[config.mk]
export PLATFORM = sky130hd
export DESIGN_NAME = reg_bank_arbiter
export DESIGN_NICKNAME = d
export VERILOG_FILES = /design/src/rtl/reg_bank_arbiter_pkg.sv /design/src/rtl/reg_bank_arbiter_wr_fifo.sv /design/src/rtl/reg_bank_arbiter.sv
export SDC_FILE = /design/constraint.sdc
export NUM_CORES = 1
export LEC_CHECK = 0
export CORE_ASPECT_RATIO = 1.2
export CORE_MARGIN = 1
export CORE_UTILIZATION = 46
export CTS_CLUSTER_DIAMETER = 200
export DETAILED_ROUTE_END_ITERATION = 12
export PLACE_DENSITY = 0.8
export SYNTH_ARGS = -nofsm -noshare
export SYNTH_HDL_FRONTEND = slang
export SYNTH_SLANG_ARGS = --single-unit
export TNS_END_PERCENT = 30
[constraint.sdc]
create_clock -name clock -period 1.9 [get_ports clock]
set_input_delay 0.38 -clock clock [delete_from_list [all_inputs] [get_ports clock]]
set_output_delay 0.38 -clock clock [all_outputs]
set_load 0.005 [all_outputs]
[src/rtl/reg_bank_arbiter_pkg.sv]
`default_nettype none
// ============================================================================
// Package  : reg_arb_pkg
// Purpose  : Shared types and default widths for the register bank arbiter.
// Revision : 1.0  initial release
// ============================================================================
package reg_arb_pkg;

  // Default widths; the buffered hardware write record is built from these.
  localparam int DATA_W = 8;
  localparam int SEL_W  = 2;

  // Arbiter lock state: OPEN drains, LOCKED holds off, STUCK drains on timeout.
  typedef enum logic [1:0] {
    OPEN   = 2'd0,
    LOCKED = 2'd1,
    STUCK  = 2'd2
  } arb_state_t;

  // One buffered hardware write: target register and data.
  typedef struct packed {
    logic [SEL_W-1:0]  sel;
    logic [DATA_W-1:0] data;
  } hw_wr_t;

endpackage
`default_nettype wire

[src/rtl/reg_bank_arbiter_wr_fifo.sv]
`default_nettype none
// ============================================================================
// Module   : wr_fifo
// Purpose  : Small synchronous FIFO of hardware write records. Pointers wrap
//            naturally because the depth is a power of two.
// Revision : 1.0  initial release
// ============================================================================
module wr_fifo
  import reg_arb_pkg::*;
#(
  parameter int DEPTH = 2
) (
  input  logic                         clock,
  input  logic                         reset_n,
  input  logic                         push,
  input  hw_wr_t                       push_data,
  input  logic                         pop,
  output hw_wr_t                       head,
  output logic                         full,
  output logic                         empty,
  output logic [$clog2(DEPTH+1)-1:0]   count
);

  localparam int PTR_W = (DEPTH > 1) ? $clog2(DEPTH) : 1;
  localparam int CNT_W = $clog2(DEPTH+1);

  hw_wr_t            mem [DEPTH];
  logic [PTR_W-1:0]  wr_ptr;
  logic [PTR_W-1:0]  rd_ptr;
  logic              do_push;
  logic              do_pop;

  // Guard against overflow/underflow even if the caller misbehaves.
  assign do_push = push && !full;
  assign do_pop  = pop && !empty;

  assign full  = (count == CNT_W'(DEPTH));
  assign empty = (count == '0);
  assign head  = mem[rd_ptr];

  // Storage array; contents need no reset since count gates visibility.
  always_ff @(posedge clock) begin
    if (do_push) begin
      mem[wr_ptr] <= push_data;
    end
  end

  // Pointer and occupancy tracking; simultaneous push and pop leave count as is.
  always_ff @(posedge clock or negedge reset_n) begin
    if (!reset_n) begin
      wr_ptr <= '0;
      rd_ptr <= '0;
      count  <= '0;
    end else begin
      if (do_push) wr_ptr <= wr_ptr + 1'b1;
      if (do_pop)  rd_ptr <= rd_ptr + 1'b1;
      if (do_push && !do_pop)      count <= count + 1'b1;
      else if (do_pop && !do_push) count <= count - 1'b1;
    end
  end

endmodule
`default_nettype wire

[src/rtl/reg_bank_arbiter.sv]
`default_nettype none
// ============================================================================
// Module   : reg_bank_arbiter
// Purpose  : Register bank whose single write port is shared between host
//            (I2C) writes, which always win, and buffered hardware writes,
//            which are held off while a host transaction is in flight.
// Revision : 1.0  initial release
// ============================================================================
module reg_bank_arbiter #(
  parameter int                    NUM_REGS    = 4,
  parameter int                    DATA_W      = reg_arb_pkg::DATA_W,
  parameter int                    SEL_W       = reg_arb_pkg::SEL_W,
  parameter int                    FIFO_DEPTH  = 2,
  parameter logic [NUM_REGS-1:0]   HW_MASK     = 4'b1100,
  parameter int                    TIMEOUT_CYC = 1000
) (
  input  logic                         clock,
  input  logic                         reset_n,
  input  logic                         i2c_busy,
  input  logic                         i2c_we,
  input  logic [SEL_W-1:0]             i2c_sel,
  input  logic [DATA_W-1:0]            i2c_wdata,
  input  logic                         hw_valid,
  input  logic [SEL_W-1:0]             hw_sel,
  input  logic [DATA_W-1:0]            hw_wdata,
  output logic                         hw_ready,
  output logic                         hw_err,
  output logic                         lock_timeout,
  output logic [NUM_REGS*DATA_W-1:0]   registers_packed
);

  import reg_arb_pkg::*;

  localparam int CNT_W = $clog2(FIFO_DEPTH+1);
  localparam int TMR_W = $clog2(TIMEOUT_CYC+1);

  arb_state_t        state;
  arb_state_t        next_state;
  logic [TMR_W-1:0]  timer;
  logic              drain_ok;

  logic [DATA_W-1:0] bank [NUM_REGS];

  hw_wr_t            push_entry;
  hw_wr_t            head;
  logic              fifo_full;
  logic              fifo_empty;
  logic [CNT_W-1:0]  fifo_count;
  logic              accept;
  logic              hw_allowed;
  logic              fifo_push;
  logic              fifo_pop;

  // Readiness comes only from the registered count, never from a same-cycle pop.
  assign hw_ready   = (fifo_count != CNT_W'(FIFO_DEPTH));
  // fifo_full is the same registered condition, seen from the FIFO side.
  assign accept     = hw_valid && !fifo_full;
  assign hw_allowed = HW_MASK[hw_sel];
  // Forbidden targets are acknowledged but dropped; hw_err reports them.
  assign fifo_push  = accept && hw_allowed;
  // Host strobe owns the write port; the head only drains on idle cycles.
  assign fifo_pop   = !i2c_we && !fifo_empty && drain_ok;

  assign push_entry.sel  = hw_sel;
  assign push_entry.data = hw_wdata;

  wr_fifo #(
    .DEPTH (FIFO_DEPTH)
  ) u_wr_fifo (
    .clock     (clock),
    .reset_n   (reset_n),
    .push      (fifo_push),
    .push_data (push_entry),
    .pop       (fifo_pop),
    .head      (head),
    .full      (fifo_full),
    .empty     (fifo_empty),
    .count     (fifo_count)
  );

  // Lock state register.
  always_ff @(posedge clock or negedge reset_n) begin
    if (!reset_n) state <= OPEN;
    else          state <= next_state;
  end

  // Next-state and drain/timeout outputs; STUCK drains to avoid starving hardware.
  always_comb begin
    next_state   = state;
    drain_ok     = 1'b1;
    lock_timeout = 1'b0;
    case (state)
      OPEN: begin
        if (i2c_busy) next_state = LOCKED;
      end
      LOCKED: begin
        drain_ok = 1'b0;
        if (!i2c_busy)                               next_state = OPEN;
        else if (timer == TMR_W'(TIMEOUT_CYC - 1))   next_state = STUCK;
      end
      STUCK: begin
        lock_timeout = 1'b1;
        if (!i2c_busy) next_state = OPEN;
      end
      default: next_state = OPEN;
    endcase
  end

  // Timeout counter runs only while LOCKED and is zero on entry.
  always_ff @(posedge clock or negedge reset_n) begin
    if (!reset_n)             timer <= '0;
    else if (state == LOCKED) timer <= timer + 1'b1;
    else                      timer <= '0;
  end

  // Forbidden-target error pulse, one cycle after the accepting edge.
  always_ff @(posedge clock or negedge reset_n) begin
    if (!reset_n) hw_err <= 1'b0;
    else          hw_err <= accept && !hw_allowed;
  end

  // Single bank write port: host first, else the FIFO head.
  always_ff @(posedge clock or negedge reset_n) begin
    if (!reset_n) begin
      for (int k = 0; k < NUM_REGS; k++) bank[k] <= '0;
    end else if (i2c_we) begin
      bank[i2c_sel] <= i2c_wdata;
    end else if (fifo_pop) begin
      bank[head.sel] <= head.data;
    end
  end

  for (genvar k = 0; k < NUM_REGS; k++) begin : g_pack
    assign registers_packed[k*DATA_W +: DATA_W] = bank[k];
  end

endmodule
`default_nettype wire

==> results of run 1 <==
how the worst min path moves through the flow:
stage	startpoint	endpoint	slack [ns]	cells past startpoint
2_1_floorplan	reset_n	hw_err	0.08	0
3_3_place_gp	reset_n	hw_err	0.38	1
3_5_place_dp	reset_n	hw_err	0.39	1
4_1_cts	reset_n	hw_err	0.02	1
5_1_grt	reset_n	registers_packed[31]	0.04	1
6_report	reset_n	registers_packed[12]	0.009	1
sequential cells by signal, indices dropped and copies added (netlist names):
| register | cells |
|---|---|
| hw_err | 1 |
| registers_packed | 32 |
| state | 2 |
| timer | 10 |
| u_wr_fifo.count | 2 |
| u_wr_fifo.mem | 20 |
| u_wr_fifo.rd_ptr | 1 |
| u_wr_fifo.wr_ptr | 1 |
kinds of logic after synthesis:
kind of cell,Yosys count,share of synthesized area (%)
AND/OR/NAND/NOR,89,14.2
multiplexers,32,10.4
buffers and inverters,13,1.99
adder cells (fa/ha/maj),2,0.814
AO/OA/AOI/OAI,39,9.52
XOR/XNOR,13,3.70
flip-flops,69,59.4
synth_stat cells, drive strengths merged, types with 5 or more instances:
cell / n / area [µm²]
a21oi: 16 / 80.1
a221o: 8 / 80.1
buf: 5 / 31.3
clkbuf: 6 / 22.5
dfrtp: 49 / 1230
edfxtp: 20 / 601
mux2i: 32 / 320
nand2: 11 / 41.3
nor2: 46 / 173
o21ai: 8 / 40.0
xnor2: 9 / 78.8
power breakdown:
part | internal, mW | switching, mW
logic | 0.919 | 0.593
clock network | 0.467 | 0.537
registers | 1.89 | 0.248
area by class of cell:
class,instances,area (µm²),share of cell area (%)
timing repair buffer,80,806,19.7
sequential,69,1830,44.6
clock inverter,5,28.8,0.702
tap,85,106,2.60
inverter,2,7.51,0.183
clock buffer,11,131,3.21
multi-input combinational,175,1190,29.0
worst max-delay path: stages (launching register included):
cell and delay (ns):
dfrtp_1 0.42, nand2b_1 0.18, clkdlybuf4s50_1 0.51
what timing repair did:
action                     4_1_cts  5_1_grt
resized for setup                0        2
setup endpoints to repair        0        8
buffers inserted                 0        1
metal layers:
metal,global-route usage [%],vias up,wire length (µm)
li1,-,1076,-
met1,26.7,1083,2900
met2,33.0,71,3170
met3,3.92,25,240
met4,14.9,0,282
met5,0,-,0
stage by stage:
step	worst slack [ns]	std cells	TNS, ns	instance area (µm²)
floorplan	0.0741	257	0	3080
global route	0.00898	427	0	4100
detailed placement	-0.0885	410	-1.50	3930
finish	0.0675	427	0	4100
global placement	-0.0514	410	-0.504	3930
CTS	0.0451	426	0	4090
==> key figures, run 1 <==
Outcome
  • Outcome: complete, no violations

Setup path
  • Reg-to-reg critical path endpoint: registers_packed[9]
  • CP Max Fanout: 4
  • Critical path type: reg -> out
  • Worst Setup EP: hw_ready
  • FF-to-FF setup slack: approximately 0.10 ns
  • R2R Path Start: u_wr_fifo.rd_ptr
  • Setup crit start: u_wr_fifo.count[0]
  • CP Data Required Time: approximately 1.5 ns
  • R2R cell count: 4
  • CP Launch Type: flop
  • WP data arrival: between 1 and 1.5 ns
  • Worst Setup End Kind: primary output

Power and ir drop
  • Total power draw: between 4 and 5 mW
  • Pwr/cell area: roughly 1100 nW/µm²
  • Peak supply drop: approximately 0.69 mV
  • LEAKAGE: 1.62 nW

Clock tree
  • Clock-pin slew on the worst setup and hold paths: 0.07 ns
  • Longest Clk Path Bufs: 2
  • Cts hold-fix bufs: 0
  • Root Buffer Master: clkbuf_8
  • TritonCTS clock tree: built
  • CTS Buf Count: 9
  • Clk_lat worst skew: between 0.3 and 0.4 ns
  • H-Tree Depth: 3
  • Clock sink total: a little under 70

Place
  • Routability cong.: between 0.8 and 0.9
  • # port buffers: 59
  • Dpl hpwl: around 4800 µm

Yosys
  • Netlist cell types: 38
  • Mapped Area: between 3000 and 4000 µm²
  • Synth warn: 0
  • Gate Count Post-Synth: ~260
  • Post-synth ARST share: 71.0%
  • Seq/Total Area, Yosys: 59.4%
  • Synthesized area per cell: about 12 µm²
  • Number of flops mapped to enable cells by yosys: 20
  • Syn nets: ~280
  • Synth Flop Type: dfrtp_1
  • Yosys reg bits: slightly below 70

Floorplan
  • Die width: between 70 and 80 µm
  • Core area: around 6400 µm²
  • Ports: 60
  • Initial Util: a little under half
  • DIE AREA: roughly 7000 µm²
  • Row cnt: 32
  • Die extent in y: 91.6 µm

STA
  • Minimum clock period: around 1.8 ns
  • RSZ-0062 raised after global routing: no
  • Crit share post-route: 96.4%
  • Setup Viol. Count Final: 0
  • Tightest Pin Transition: 0.629 ns
  • Skew final: roughly 0.013 ns
  • Hold Fails Final Rpt: 0
  • Slew Limit Headroom: 57.9%
  • Max frequency: 546 MHz
  • Hold slack: between 0.009 and 0.01 ns
  • Slew Limit Fails: 0

GRT
  • Antenna violations before repair: 0
  • Vias in the first global route: roughly 2300
  • First-pass GRT wire length: about 11000 µm
  • Total GRT Usage: between 20% and 30%
  • Grt total ovfl: 0
  • Largest net degree at the start of global routing: 29

Drt
  • Vias: about 2300
  • Drt drc: 0
  • Post-Route WL: 6600 µm
  • DRT iter0 DRCs: 133
  • Via density per instance: ~5.3
  • DR WL/cell: around 15 µm
  • Drt pass-1 iters: 4
  • Post-route ant nets: 0

Final layout
  • Layout cell share with drive strength beyond 1: between 10% and 20%
  • Diode count: 0
  • Fin nets: roughly 360
  • Commonest non-fill, non-tap cell in the layout: clkdlybuf4s50_1
  • Fin util: a little under two thirds
  • Commonest non-fill, non-tap cells in the layout: clkdlybuf4s50_1 (58), dfrtp_1 (48), nor2_1 (46)
  • Filler cells: around 500
  • P&R area growth vs syn: 33.2%

Job
  • Max Cap Viol: 0

Worst hold path
  • HP Class: in -> async
Note: power is estimated with default switching activity, not from simulation.
==> inputs of run 2 (changes only) <==
Settings changed: ABC_AREA from default to 1, CORE_UTILIZATION 46 to 47, CTS_CLUSTER_DIAMETER 200 to default, PLACE_DENSITY 0.8 to 0.81.
==> key figures, run 2 <==
Outcome
  • Outcome: complete, no violations (unchanged)

Yosys
  • Synth warn: 0 (unchanged)
  • Synth Flop Type: dfrtp_1 (unchanged)
  • Count leader, synth: nand2_1 (was dfrtp_1)
  • Top cell type's share of synthesized area: 36.8% (was 39.9%)
  • Syn nets: 427 (was 284)
  • Synth top cells by count: nand2_1 (169), dfrtp_1 (49), nand3_1 (45) (was dfrtp_1 (49), nor2_1 (46), mux2i_1 (32))
  • Seq/Total Area, Yosys: 54.8% (was 59.4%)
  • Area leader, netlist: dfrtp_1 (unchanged)
  • Yosys reg bits: 69 (unchanged)
  • Synth area leaders: dfrtp_1 (37%), nand2_1 (19%), edfxtp_1 (18%) (was dfrtp_1 (40%), edfxtp_1 (20%), mux2i_1 (10%))
  • Netlist cell types: 28 (was 38)
  • Post-synth ARST share: 71.0% (unchanged)
  • Synthesized area per cell: 8.33 µm² (was 12.0 µm²)
  • Number of flops mapped to enable cells by yosys: 20 (unchanged)
  • Gate Count Post-Synth: 400 (was 257)
  • Mapped Area: 3330 µm² (was 3080 µm²)

Worst hold path
  • Min-delay src: timer[0]
  • HP Class: reg -> reg (was in -> async)
  • Hold depth: 1

STA
  • Max frequency: 554 MHz (was 546 MHz)
  • Setup Viol. Count Final: 0 (unchanged)
  • Slew Limit Headroom: 70.9% (was 57.9%)
  • Slew Limit Fails: 0 (unchanged)
  • RSZ-0062 raised after global routing: no (unchanged)
  • Skew final: 0.0111 ns (was 0.0133 ns)
  • Hold slack: 0.490 ns (was 0.00911 ns)
  • Minimum clock period: 1.80 ns (was 1.83 ns)
  • Tightest Pin Transition: 0.437 ns (was 0.629 ns)
  • Crit share post-route: 95.0% (was 96.4%)
  • Hold Fails Final Rpt: 0 (unchanged)

Clock tree
  • Clock-pin slew on the worst setup and hold paths: 0.08 ns (was 0.07 ns)
  • H-Tree Depth: 3 (unchanged)
  • CTS Buf Count: 9 (unchanged)
  • Clk_lat worst skew: 0.35 ns (about the same)
  • Clock sink total: 69 (unchanged)
  • Longest Clk Path Bufs: 2 (unchanged)
  • Root Buffer Master: clkbuf_8 (unchanged)
  • Post-CTS Resized: 0 (unchanged)
  • TritonCTS clock tree: built (unchanged)
  • Postcts setup bufs: 0 (unchanged)

Power and ir drop
  • Total power draw: 4.79 mW (was 4.66 mW)
  • LEAKAGE: 2.05 nW (was 1.62 nW)
  • Pwr/cell area: 1100 nW/µm² (was 1140 nW/µm²)
  • Peak supply drop: 0.655 mV (was 0.686 mV)

Drt
  • Via density per instance: 5.11 (was 5.28)
  • DRT iter0 DRCs: 295 (was 133)
  • DR WL/cell: 13.6 µm (was 15.5 µm)
  • Drt drc: 0 (unchanged)
  • Post-route ant nets: 0 (unchanged)
  • Post-Route WL: 7820 µm (was 6600 µm)
  • Drt pass-1 iters: 5 (was 4)
  • Vias: 2941 (was 2255)

Floorplan
  • Core area: 6850 µm² (was 6450 µm²)
  • DIE AREA: 7430 µm² (was 7020 µm²)
  • Initial Util: 48.6% (was 47.7%)
  • Row cnt: 33 (was 32)
  • Die extent in y: 94.2 µm (was 91.6 µm)
  • Ports: 60 (unchanged)
  • Die width: 78.8 µm (was 76.6 µm)

Final layout
  • Largest register FFs: 32 (unchanged)
  • Layout cell share with drive strength beyond 1: 12.9% (was 13.2%)
  • P&R area growth vs syn: 30.4% (was 33.2%)
  • Commonest non-fill, non-tap cells in the layout: nand2_1 (169), clkdlybuf4s50_1 (58), dfrtp_1 (49) (was clkdlybuf4s50_1 (58), dfrtp_1 (48), nor2_1 (46))
  • Diode count: 0 (unchanged)
  • Fin nets: 511 (was 364)
  • Commonest non-fill, non-tap cell in the layout: nand2_1 (was clkdlybuf4s50_1)
  • Filler cells: 604 (was 502)

Setup path
  • CP Launch Type: flop (unchanged)
  • R2R Path Start: state[0] (was u_wr_fifo.rd_ptr)
  • CP Max Fanout: 3 (was 4)
  • Worst Setup End Kind: primary output (unchanged)
  • Critical path type: reg -> out (unchanged)
  • WP data arrival: 1.42 ns (was 1.45 ns)
  • R2R cell count: 8 (was 4)
  • Setup crit start: state[0] (was u_wr_fifo.count[0])
  • CP Data Required Time: 1.52 ns (about the same)

Place
  • Dpl hpwl: 5850 µm (was 4830 µm)
  • Routability cong.: 0.940 (was 0.843)
  • # port buffers: 59 (unchanged)

GRT
  • First-pass GRT wire length: 13100 µm (was 11200 µm)
  • Vias in the first global route: 2928 (was 2311)
  • Antenna violations before repair: 0 (unchanged)
  • Largest net degree at the start of global routing: 33 (was 29)
  • Total GRT Usage: 23.3% (was 21.2%)
  • Grt total ovfl: 0 (unchanged)

Job
  • Max Cap Viol: 0 (unchanged)
## run 2: changes by cell type after synthesis, sizes merged, moves of 4 or more
cell,previous run,this run
or3b,4,0
nand3,4,48
a221o,8,0
nand3b,4,0
o21ai,8,27
a21oi,16,4
nor2,46,26
clkbuf,6,0
mux2i,32,0
inv,2,27
nand2,11,179
xnor2,9,2
## run 2: layer usage
layer,part of all wire [%],wire length (µm),track usage (%),up-vias
li1,-,-,-,1465
met1,43,3340,28.7,1334
met2,49,3830,38.3,119
met3,5.8,454,4.85,23
met4,2.5,197,12.6,0
met5,0,0,0,-
## run 2: cells by family (layout without fill, tap and decap cells)
logic type,after synthesis,after routing,share of synthesized area [%]
flops,69,69,54.8
buf+inv,31,120,3.87
xor+xnor,5,5,1.32
simple gates,260,260,34.1
fa+ha+maj,2,2,0.751
compound gates,33,33,5.07
## run 2: layout make-up
type                    instances  area [µm²]  area share [%]
flip-flops and latches         69        1830            42.1
multi-input cells             300        1380            31.7
repair buffers                 76         728            16.8
clock buffers                  12         166            3.83
well taps                      87         109            2.51
inverters                      28         105            2.42
clock inverters                 4        31.3           0.720
## run 2: what timing repair did
item / in CTS / in global routing
hold buffers: 1 / 0
setup endpoints to repair: 0 / 0
hold endpoints to repair: 17 / 0
## run 2: path summary, 6_finish.rpt
kind	end	slack, ns
setup / recovery	lock_timeout	0.1
max in group asynchronous	registers_packed[24]	0.88
hold reg to reg	timer[0]	0.49
min in group asynchronous	state[0]	0.50
setup reg to reg	u_wr_fifo.count[1]	0.16
hold / removal	timer[0]	0.49
## run 2: critical path: stages, from the launching register on
cell and delay [ns]:
dfrtp_1 0.41, nor2_1 0.14, clkdlybuf4s50_1 0.52
## run 2: power by group
group          switching, mW  internal [mW]  leakage [nW]  total [mW]
combinational          0.874          0.747          1.12        1.62
sequential             0.178           1.84         0.839        2.01
clock                  0.566          0.591        0.0900        1.16
total                   1.62           3.17          2.05        4.79
## run 2: metrics by stage
step                cell area (µm²)  TNS (ns)  instances  worst slack [ns]  utilization (%)
floorplan                      3330         0        400             0.295                -
global placement               4130   -0.0356        559           -0.0356             60.3
detailed placement             4130    -0.414        559           -0.0961             60.3
CTS                            4340         0        576            0.0815             63.3
global route                   4340         0        576            0.0293             63.3
finish                         4340         0        576            0.0956             63.3
